<file path="src/rtl/bitblock_pkg.sv">
// rtl/bitblock_pkg.sv - shared constants and FSM encoding for the bit-serial MAC sequencer
package bitblock_pkg;

    localparam int LW      = 5;   // request length field width
    localparam int MAX_LEN = 16;  // multiplier bits per operation
    localparam int NIBBLES = 4;   // result nibbles collected from the core

    typedef enum logic [2:0] {
        ST_IDLE  = 3'd0,
        ST_LOAD  = 3'd1,
        ST_RUN   = 3'd2,
        ST_DRAIN = 3'd3,
        ST_DONE  = 3'd4
    } state_t;

    // Length 0 means a full 16-bit run; anything longer saturates.
    function automatic logic [4:0] eff_len(input logic [31:0] len);
        if (len == 32'd0 || len > 32'(MAX_LEN)) begin
            return 5'(MAX_LEN);
        end
        return len[4:0];
    endfunction

endpackage

</file>
<file path="src/rtl/bitblock_mac_seq.sv">
// rtl/bitblock_mac_seq.sv - sequences one multiply through an external 4-block bit-serial core
//
// Ports:
//   clk, rstn                    clock, async active-low reset
//   req_valid/req_ready          request handshake; req_x, req_y, req_len, req_ci operands
//   abort                        synchronous cancel, wins over everything but reset
//   core_in/yi/ppi/ci/shift/r1   drive to the core; core_out/core_co come back from it
//   res_valid/res_ready          result handshake; res_data, res_co result
//   busy                         high outside IDLE
module bitblock_mac_seq #(
    parameter int XW = 20,
    parameter int LW = 5
) (
    input  logic          clk,
    input  logic          rstn,
    input  logic          req_valid,
    output logic          req_ready,
    input  logic [XW-1:0] req_x,
    input  logic [15:0]   req_y,
    input  logic [LW-1:0] req_len,
    input  logic          req_ci,
    input  logic          abort,
    output logic [XW-1:0] core_in,
    output logic          core_shift,
    output logic          core_shift_r1,
    output logic          core_ppi,
    output logic          core_ci,
    output logic [3:0]    core_yi,
    input  logic [3:0]    core_out,
    input  logic          core_co,
    output logic          res_valid,
    input  logic          res_ready,
    output logic [15:0]   res_data,
    output logic          res_co,
    output logic          busy
);
    import bitblock_pkg::*;

    state_t        state, state_nxt;
    logic [XW-1:0] x_q;
    logic [15:0]   y_q;
    logic [4:0]    len_q;
    logic [4:0]    cnt;
    logic          ci_q;
    logic          shift_r1_q;
    logic [15:0]   res_data_q;
    logic          res_co_q;
    logic          last_bit;

    assign last_bit = (cnt == len_q - 5'd1);

    always_comb begin
        state_nxt = state;
        if (abort) begin
            state_nxt = ST_IDLE;
        end else begin
            case (state)
                ST_IDLE:  if (req_valid) state_nxt = ST_LOAD;
                ST_LOAD:  state_nxt = ST_RUN;
                ST_RUN:   if (last_bit) state_nxt = ST_DRAIN;
                ST_DRAIN: state_nxt = ST_DONE;
                ST_DONE:  if (res_ready) state_nxt = ST_IDLE;
                default:  state_nxt = ST_IDLE;
            endcase
        end
    end

    always_comb begin
        req_ready  = (state == ST_IDLE);
        busy       = (state != ST_IDLE);
        res_valid  = (state == ST_DONE);
        core_in    = '0;
        core_yi    = 4'd0;
        core_ppi   = 1'b0;
        core_ci    = 1'b0;
        core_shift = 1'b0;
        case (state)
            ST_LOAD: begin
                core_in = x_q;
                core_yi = y_q[3:0];
                core_ci = ci_q;
            end
            ST_RUN: begin
                core_in  = x_q;
                core_ppi = y_q[cnt[3:0]];
                core_ci  = (cnt == 5'd0) ? ci_q : 1'b0;
                // Shift out a nibble at each block boundary and on the final bit.
                core_shift = (cnt[1:0] == 2'd3) || last_bit;
            end
            ST_DRAIN: core_in = x_q;
            default: ;
        endcase
    end

    assign core_shift_r1 = shift_r1_q;
    assign res_data      = res_data_q;
    assign res_co        = res_co_q;

    always_ff @(posedge clk or negedge rstn) begin
        if (!rstn) begin
            state      <= ST_IDLE;
            x_q        <= '0;
            y_q        <= '0;
            len_q      <= '0;
            ci_q       <= 1'b0;
            cnt        <= '0;
            shift_r1_q <= 1'b0;
            res_data_q <= '0;
            res_co_q   <= 1'b0;
        end else begin
            state      <= state_nxt;
            shift_r1_q <= abort ? 1'b0 : core_shift;
            if (abort) begin
                cnt        <= '0;
                res_data_q <= '0;
                res_co_q   <= 1'b0;
            end else begin
                case (state)
                    ST_IDLE: begin
                        if (req_valid) begin
                            x_q   <= req_x;
                            y_q   <= req_y;
                            len_q <= eff_len(32'(req_len));
                            ci_q  <= req_ci;
                        end
                    end
                    ST_LOAD: begin
                        cnt        <= '0;
                        res_data_q <= '0;
                        res_co_q   <= 1'b0;
                    end
                    ST_RUN: begin
                        if (core_shift) begin
                            res_data_q[{cnt[3:2], 2'b00} +: 4] <= core_out;
                        end
                        cnt <= cnt + 5'd1;
                    end
                    ST_DRAIN: res_co_q <= core_co;
                    default: ;
                endcase
            end
        end
    end

endmodule

</file>
<file path="config.mk">
export PLATFORM = sky130hd
export DESIGN_NAME = bitblock_mac_seq
export DESIGN_NICKNAME = d
export VERILOG_FILES = /design/src/rtl/bitblock_pkg.sv /design/src/rtl/bitblock_mac_seq.sv
export SDC_FILE = /design/constraint.sdc
export NUM_CORES = 1
export LEC_CHECK = 0
export CELL_PAD_IN_SITES_DETAIL_PLACEMENT = 1
export CELL_PAD_IN_SITES_GLOBAL_PLACEMENT = 1
export CORE_UTILIZATION = 34
export DETAILED_ROUTE_END_ITERATION = 16
export PLACE_DENSITY = 0.8
export REMOVE_ABC_BUFFERS = 1
export SYNTH_ARGS = -nofsm -noshare
export SYNTH_HDL_FRONTEND = slang
export SYNTH_SLANG_ARGS = --single-unit
</file>
<file path="constraint.sdc">
create_clock -name clk -period 2.1 [get_ports clk]
set_input_delay 0.525 -clock clk [delete_from_list [all_inputs] [get_ports clk]]
set_output_delay 0.525 -clock clk [all_outputs]
set_load 0.02 [all_outputs]
</file>
# --- Yosys cells after proc, flatten, opt, wreduce, memory -nomap -nowiden ---
# Index checks and enable logic that the tools add are counted.
classes:
  n_lt_le_gt_ge: 2
  n_eq_ne: 10
  add_sub_neg: 3
  bitwise_logic: 1
  reduce_logical: 12
  muxes: 28
  shifts: 2
op_table:
  columns: ["cell", "count"]
  rows:
  - ["16-bit two-way mux", 2]
  - ["16-bit case mux with 2 select lines", 1]
  - ["20-bit two-way mux", 1]
  - ["16-bit bitwise mux", 1]
  - ["4-bit by 6-bit variable shift with 16-bit output (first input constant)", 1]
  - ["4-bit by 6-bit indexed part select with 16-bit output", 1]
  - ["5-bit two-way mux", 3]
  - ["3-bit case mux with 5 select lines", 1]
  - ["3-bit two-way mux", 4]
  - ["5-bit zero test", 2]
  - ["1-bit two-way mux", 10]
  - ["5-bit case mux with 2 select lines", 1]
  - ["3-bit nonzero test", 3]
  - ["3-bit by 2-bit equality test with 1-bit output (second input constant)", 2]
  - ["3-bit by 2-bit != test with 1-bit output (second input constant)", 2]
  - ["3-bit != test (second input constant)", 2]
  - ["4-bit negator with 6-bit output", 1]
  - ["3-bit AND reduction", 2]
  - ["5-bit by 1-bit adder with 5-bit output (second input constant)", 1]
  - ["5-bit equality test", 1]
  - ["5-bit > comparator (second input constant)", 1]
  - ["4-bit by 5-bit less-than comparator with 1-bit output (second input constant)", 1]
  - ["5-bit by 1-bit subtractor with 5-bit output (second input constant)", 1]
  - ["1-bit binary-select mux with 4-bit select", 1]
  - ["other kinds (10)", 12]
totals:
  inputBits: 52
  wordCells: 67
  regBits: 68

# --- Depth between registers and ports, before layout ---
# Gate-level depths: netlist of run 1.
depth:
  ltp_word: 7
  ltp_mapped: 8
  mapped_depth_nobuf: 7

# --- Worst setup path before layout of run 1 ---
# OpenSTA, ideal clock, no wires.
synth_timing:
  kind: "register to output"
  startpoint: "register len_q[0]"
  endpoint: "output port core_shift"
  setup_slack_ns: -0.179
  t_arrival_ns: 1.754
  stages_incl_launch_ff: 9
  cell_sequence: "dfrtp_1 inv_1 ha_1 nor4bb_1 o211a_1 o211a_1 buf_2 nor2_1 nor2_1"
synth_via:
  elab_chain_len: 4
synth_rtl:
  columns: ["element", "line", "rtl"]
  rows:
  - ["start: declaration", "bitblock_mac_seq.sv:42", "logic [4:0] len_q;"]
  - ["start signal: assignment", "bitblock_mac_seq.sv:123", "len_q <= eff_len(32'(req_len));"]
  - ["5-bit by 1-bit subtractor with 5-bit output", "bitblock_mac_seq.sv:50", "assign last_bit = (cnt == len_q - 5'd1);"]
  - ["5-bit equality test", "bitblock_mac_seq.sv:50", null]
  - ["1-bit logical OR", "bitblock_mac_seq.sv:88", "core_shift = (cnt[1:0] == 2'd3) || last_bit;"]
  - ["1-bit two-way mux", "bitblock_mac_seq.sv:77", "case (state)"]
  - ["end: declaration", "bitblock_mac_seq.sv:24", "output logic core_shift,"]
# No other way between the ends.

# --- Final worst setup path of run 1 ---
layout_timing:
  startpoint: "register cnt[0]"
  endpoint: "output port core_ppi"
layout_via:
  elab_chain_len: 3
layout_rtl:
  columns: ["element", "line", "rtl"]
  rows:
  - ["start: declaration", "bitblock_mac_seq.sv:43", "logic [4:0] cnt;"]
  - ["start signal: assignment", "bitblock_mac_seq.sv:136", "cnt <= cnt + 5'd1;"]
  - ["1-bit binary-select mux with 4-bit select", "bitblock_mac_seq.sv:85", "core_ppi = y_q[cnt[3:0]];"]
  - ["1-bit two-way mux (not written as such)", "bitblock_mac_seq.sv:85", null]
  - ["1-bit two-way mux", "bitblock_mac_seq.sv:77", null]
  - ["end: declaration", "bitblock_mac_seq.sv:26", "output logic core_ppi,"]
# No other way between the ends. The select of a mux whose other input is x is not followed.

==> metrics.md, run 1 <==
| Metric | Value |
|---|---|
| Share of cells above drive strength 1 | `42.9%` |
| Row count | `37` |
| Die height | `105 µm` |
| Crit path DAT | `2.08 ns` |
| Diodes inserted | `0` |
| Clk pin slew, worst setup/hold paths | `0.09 ns` |
| I/O Buffers | `99` |
| Post-synth cell types | `49` |
| Clock Tree Buf Depth | `2` |
| 1st-pass router iterations | `4` |
| Final #Nets | `538` |
| Leakage | `2.50 nW` |
| Mapped cell area | `3590 µm²` |
| First-pass GRT wire length | `18.3 mm` |
| CP Launch Type | `flip-flop` |
| Synth Instances | `319` |
| Worst Tran Pin Value | `0.427 ns` |
| Num Clock Sinks | `68` |
| Worst skew pair latency | `0.35 ns` |
| Largest net degree at the start of global routing | `37` |
| Final max-slew violation count | `0` |
| Clock network power share | `27.1%` |
| Htree depth | `3` |
| Main area contributors after synthesis | `dfrtp_1, mux2_2, and2_1` |
| GP Congestion | `0.771` |
| Die ar. | `11000 µm²` |
| Total design power | `4.19 mW` |
| Final Setup Violations | `23` |
| Area Overhead vs Synth | `56.5%` |
| Most frequent cell after synthesis | `dfrtp_1` |
| Vias | `3144` |
| Vias in the first global route | `3473` |
| Peak VDD IR | `0.000419 V` |
| WS Path Type | `flip-flop to output port` |
| Net Switching | `1.31 mW` |
| Maxcap violations | `0` |
| Synth top area share | `47.3%` |
| Post-synth ARST share | `100%` |
| Logic pwr share | `33.3%` |
| Root Buffer | `clkbuf_8` |
| Initial Utilization | `35.0%` |
| Sequential power share | `39.7%` |
| DR vias/cell | `5.09` |
| Antenna violations before repair | `0` |
| CTS tree | `yes` |
| Synth area leader | `dfrtp_1` |
| PD cells | `745 nW/µm²` |
| Syn Area/Cell | `11.3 µm²` |
| Period utilization | `124%` |
| Worst slew margin | `71.5%` |
| Post-synth EDFFs | `0` |
| Hold_ws | `0.101 ns` |
| Primary FF master, synth | `dfrtp_1` |
| Kind of end point of the critical path | `output port` |
| Global route overflow | `0` |
| Number of DRC markers in iteration 0 | `89` |
| TritonCTS Buffers | `9` |
| Pint | `2.88 mW` |
| Critical Path Fanout Max | `5` |
| Clk_skew | `0.0103 ns` |
| Min cycle time layout | `2.61 ns` |
| Most frequent cells after synthesis | `dfrtp_1, mux2_2, and2_1, nand2_1, nor2_1` |
| Detailed Place HPWL | `7.65 mm` |
| DIE WIDTH | `105 µm` |
| Fin. Hold Viols | `0` |
| Final WS setup | `-0.508 ns` |
| Wire per inst | `18.4 µm` |
| Flops & latches, synth | `68` |
| Post-DRT Antenna Nets | `0` |
| Setup TNS | `-8.04 ns` |
| Seq/Total Area, Yosys | `47.3%` |
| Critical Path RT | `1.57 ns` |
| Detailed-route DRC error count | `0` |
| RSZ-0062 raised after global routing | `yes` |
| Final WL | `11.3 mm` |
| Sw Share | `31.2%` |
| Synth warn | `0` |
| Global Route Usage Sum | `21.3%` |
| Ports | `100` |
| Util after Layout | `54.7%` |
| Status | `complete, but fails checks` |
| Worst Hold Class | `input port to asynchronous set/reset pin` |
| Area of the core | `10300 µm²` |
| FMAX | `383 MHz` |
| Failing checks | `negative setup slack` |
==> power by group through the flow <==
stage          Sequential [mW]  Combinational, mW  Clock (mW)
6_report                  1.66               1.39        1.13
5_1_grt                   1.69               1.49        1.22
4_1_cts                   1.65               1.20        1.16
3_5_place_dp              1.67               1.18           0
3_3_place_gp              1.65               1.13           0
2_1_floorplan             1.63              0.600           0
==> repair_timing <==
action	CTS	global route
hold buffers	0	0
endpoints found under the setup margin	46	46
gates resized for setup	157	83
pin swaps	4	34
setup buffers	9	4
cloned	1	2
==> through the flow <==
| stage | area (µm²) | cells | setup WS (ns) |
|---|---|---|---|
| after floorplan | 3490 | 299 | -0.399 |
| after global placement | 5100 | 589 | -0.578 |
| after detailed placement | 5100 | 589 | -0.626 |
| after CTS | 5350 | 615 | -0.541 |
| after global routing | 5630 | 618 | -0.584 |
| final | 5630 | 618 | -0.508 |
==> worst max-delay path: stages, from the launching register on <==
cell     delay (ns)
dfrtp_2        0.45
mux4_2         0.52
mux4_2         0.47
nor2b_4        0.15
buf_6          0.13
==> worst paths after layout <==
path / slack [ns] / cells after the start / from / endpoint
max in group asynchronous: 1.31 / 3 / rstn / cnt[1]
max: -0.51 / 4 / cnt[0] / core_ppi
min: 0.10 / 1 / rstn / res_data[4]
min in group clk: 0.49 / 1 / res_data[2] / res_data[2]
max reg2reg: -0.45 / 8 / cnt[0] / res_data[7]
min reg2reg: 0.49 / 1 / res_data[2] / res_data[2]
==> flip-flops by register name (all words and copies together) (netlist names) <==
| name | count |
|---|---|
| res_data | 16 |
| state | 3 |
| x_q | 20 |
| res_co | 1 |
| core_shift_r1 | 1 |
| cnt | 5 |
| len_q | 5 |
| y_q | 16 |
| ci_q | 1 |
==> routing by layer <==
layer  share of wire (%)  vias up  track usage [%]
li1                    -     1447                -
met1                  40     1586             24.8
met2                  53      102             38.3
met3                 6.2        9             6.49
met4                0.78        0             4.83
met5                   0        -                0
==> layout by cell type (no fill, tap or decap), types with 3 or more instances in the layout <==
cell type        count
mux2_2              37
buf_6               36
xor2_1               3
o2bb2ai_1            4
ha_1                 7
nor2_4               3
inv_1                6
a32o_1               5
dfrtp_1             63
a21o_1               4
nor2b_1              3
o21ai_0             15
inv_2                3
a221o_1              4
nand3b_1             3
nand2b_1             7
a31o_1               4
dfrtp_2              5
mux4_2               5
nor3_1               7
xnor2_1              3
clkbuf_8             9
buf_4               57
a21oi_1             11
and2_1               8
buf_2                3
nor2_1              13
nand2_1             17
clkdlybuf4s50_1     68
and2_4              22
buf_12               3
==> area by class of cell <==
cell class | instances | area (µm²)
clock buffer | 10 | 128
multi-input combinational | 222 | 1930
tap | 136 | 170
fill | 1105 | 4650
inverter | 9 | 33.8
timing repair buffer | 167 | 1590
sequential | 68 | 1710
clock inverter | 6 | 72.6
==> kinds of logic (layout without fill, tap and decap cells) <==
group | Yosys count | count (layout) | share of synthesized area (%)
adder cells (fa/ha/maj) | 9 | 9 | 3.13
multiplexers | 43 | 43 | 15.0
AND/OR/NAND/NOR | 105 | 105 | 17.0
buffers and inverters | 29 | 192 | 3.93
flip-flops | 68 | 68 | 47.3
XOR/XNOR | 7 | 7 | 1.71
AO/OA/AOI/OAI | 58 | 58 | 11.9
(Power assumes the default switching activity.)
==> run 2: changes to the inputs <==
==> constraint.sdc (replaced) <==
create_clock -name clk -period 2.1 [get_ports clk]
set_input_delay 0.21 -clock clk [delete_from_list [all_inputs] [get_ports clk]]
set_output_delay 0.21 -clock clk [all_outputs]
set_load 0.02 [all_outputs]
==> run 2 against run 1 <==
Effect of this change: the run still ends with negative setup slack left; clock skew down 0.0021 ns; cell area down 4.9%; count of clock-buffer cells in the layout down 1; global-route usage down 1.6 points; cell count down 3.1%; non-clock buffer count down 19; die area unchanged; sequential share of layout area up 1.6 points; first-iteration DRC count up 17%; critical path type unchanged.
==> metrics.md, run 2 (synthesized netlist as in run 1, its figures left out) <==
| Metric | Value |
|---|---|
| Commonest non-fill, non-tap cell in the layout | `clkdlybuf4s50_1 (unchanged)` |
| Die height | `105 µm (unchanged)` |
| Cell Area, Placed | `4970 µm² (was 5100 µm²)` |
| Fillers | `1116 (was 1105)` |
| CTS tree | `yes (unchanged)` |
| Num Clock Sinks | `68 (unchanged)` |
| FMAX | `431 MHz (was 383 MHz)` |
| Crit-path most repeated cell | `mux4_2 (unchanged)` |
| CP Launch Type | `flip-flop (unchanged)` |
| Logic pwr share | `29.4% (was 33.3%)` |
| Sequential power share | `41.0% (was 39.7%)` |
| Share of cells above drive strength 1 | `29.4% (was 42.9%)` |
| Detailed Place HPWL | `7.34 mm (was 7.65 mm)` |
| Slowest-stage cell, CP | `mux4_2 (unchanged)` |
| Clock network power share | `29.6% (was 27.1%)` |
| Largest net degree at the start of global routing | `48 (was 37)` |
| Kind of end point of the critical path | `output port (unchanged)` |
| Ports | `100 (unchanged)` |
| Critical Path Fanout Max | `5 (unchanged)` |
| Min cycle time layout | `2.32 ns (was 2.61 ns)` |
| Pint | `2.83 mW (was 2.88 mW)` |
| Final #Nets | `520 (was 538)` |
| PD cells | `752 nW/µm² (was 745 nW/µm²)` |
| Critical Path RT | `1.89 ns (was 1.57 ns)` |
| DIE WIDTH | `105 µm (unchanged)` |
| I/O Buffers | `99 (unchanged)` |
| Max reg flops | `20 (unchanged)` |
| Final max-slew violation count | `0 (unchanged)` |
| Worst Tran Pin Value | `0.720 ns (was 0.427 ns)` |
| Fin. Hold Viols | `0 (unchanged)` |
| Worst Hold Class | `input port to asynchronous set/reset pin (unchanged)` |
| Area of the multi-input gates | `1850 µm² (was 1930 µm²)` |
| Wire per inst | `17.6 µm (was 18.4 µm)` |
| Die ar. | `11000 µm² (unchanged)` |
| Commonest non-fill, non-tap cells in the layout | `clkdlybuf4s50_1, dfrtp_1, buf_4 (unchanged)` |
| Diodes inserted | `0 (unchanged)` |
| Sw Share | `29.8% (was 31.2%)` |
| Vias | `3074 (was 3144)` |
| Vias in the first global route | `3334 (was 3473)` |
| Failing checks | `negative setup slack (unchanged)` |
| Crit path DAT | `2.11 ns (was 2.08 ns)` |
| Max stage delay on crit path | `0.55 ns (was 0.52 ns)` |
| TritonCTS Buffers | `9 (unchanged)` |
| Setup TNS | `-3.04 ns (was -8.04 ns)` |
| Reg area | `1710 µm² (unchanged)` |
| Root Buffer | `clkbuf_8 (unchanged)` |
| Final instance area | `5350 µm² (was 5630 µm²)` |
| Hold_ws | `0.442 ns (was 0.101 ns)` |
| Status | `complete, but fails checks (unchanged)` |
| Clock Tree Buf Depth | `2 (unchanged)` |
| Period utilization | `110% (was 124%)` |
| Worst skew pair latency | `0.36 ns (was 0.35 ns)` |
| Net Switching | `1.20 mW (was 1.31 mW)` |
| Number of DRC markers in iteration 0 | `104 (was 89)` |
| Final WL | `10.6 mm (was 11.3 mm)` |
| Maxcap violations | `0 (unchanged)` |
| Worst slew margin | `52.0% (was 71.5%)` |
| GP Congestion | `0.774 (was 0.771)` |
| DR vias/cell | `5.13 (was 5.09)` |
| Util after Layout | `52.1% (was 54.7%)` |
| Final WS setup | `-0.219 ns (was -0.508 ns)` |
| First-pass GRT wire length | `16.9 mm (was 18.3 mm)` |
| Global Route Usage Sum | `19.7% (was 21.3%)` |
| Critical-path cell list | `mux4_2 > mux4_2 > nor2b_4 > buf_6 (unchanged)` |
| Area of the core | `10300 µm² (unchanged)` |
| Global route overflow | `0 (unchanged)` |
| Leakage | `2.42 nW (was 2.50 nW)` |
| 1st-pass router iterations | `4 (unchanged)` |
| Post-DRT Antenna Nets | `0 (unchanged)` |
| Area Overhead vs Synth | `48.8% (was 56.5%)` |
| Most flops, register | `x_q (unchanged)` |
| Peak VDD IR | `0.000558 V (was 0.000419 V)` |
| Worst slack at placement | `-0.303 ns (was -0.626 ns)` |
| Clk_skew | `0.00819 ns (was 0.0103 ns)` |
| Detailed-route DRC error count | `0 (unchanged)` |
| Clk pin slew, worst setup/hold paths | `0.07 ns (was 0.09 ns)` |
| Initial Utilization | `35.0% (unchanged)` |
| Row count | `37 (unchanged)` |
| Antenna violations before repair | `0 (unchanged)` |
| WS Path Type | `flip-flop to output port (unchanged)` |
| RSZ-0062 raised after global routing | `yes (unchanged)` |
| Htree depth | `3 (unchanged)` |
| Final Setup Violations | `19 (was 23)` |
run 2: final timing paths:
path,startpoint,to,slack (ns),depth (start not counted)
max reg2reg,cnt[0],res_data[0],-0.20,8
min reg2reg,res_data[3],res_data[3],0.49,1
min,rstn,res_data[6],0.44,2
max in group asynchronous,rstn,cnt[0],0.87,3
min in group clk,req_len[2],len_q[2],0.45,3
max,cnt[0],core_ppi,-0.22,4
run 2: area by class of cell:
cell class | count | area share, %
multi-input cells | 223 | 34.6
inverters | 9 | 0.678
flip-flops and latches | 68 | 31.9
repair buffers | 148 | 25.6
well taps | 136 | 3.18
clock buffers | 9 | 2.32
clock inverters | 6 | 1.68
run 2: repair_timing:
| action | in CTS | in global routing |
|---|---|---|
| hold endpoints to repair | 29 | 0 |
| gates cloned | 0 | 1 |
| gates resized for setup | 53 | 26 |
| endpoints found under the setup margin | 46 | 20 |
| hold buffers | 1 | 0 |
| setup buffers | 2 | 5 |
| pin swaps | 5 | 4 |
run 2: worst max-delay path, delay by kind of cell, from the launching register on:
family                 cells  cell delay, ns
flip-flops                 1            0.47
buffers and inverters      1            0.12
multiplexers               2            1.03
AND/OR/NAND/NOR            1            0.14
run 2: power groups by stage:
stage,clock network [mW],logic [mW],registers (mW)
floorplan,0,0.600,1.63
global placement,0,1.09,1.66
detailed placement,0,1.13,1.67
CTS,1.22,1.11,1.65
global route,1.27,1.28,1.67
finish,1.19,1.18,1.65
run 2: stage by stage:
step	cells	total power, mW
after floorplan	299	2.23
after global placement	575	2.75
after detailed placement	575	2.80
after CTS	593	3.98
after global routing	599	4.22
final	599	4.02
run 2: layer usage:
metal	vias to the layer above	wire, µm	global-route usage (%)
met3	18	742	6.80
met4	0	220	5.63
li1	1414	-	-
met1	1531	4070	22.0
met2	111	5530	35.3
met5	-	0	0
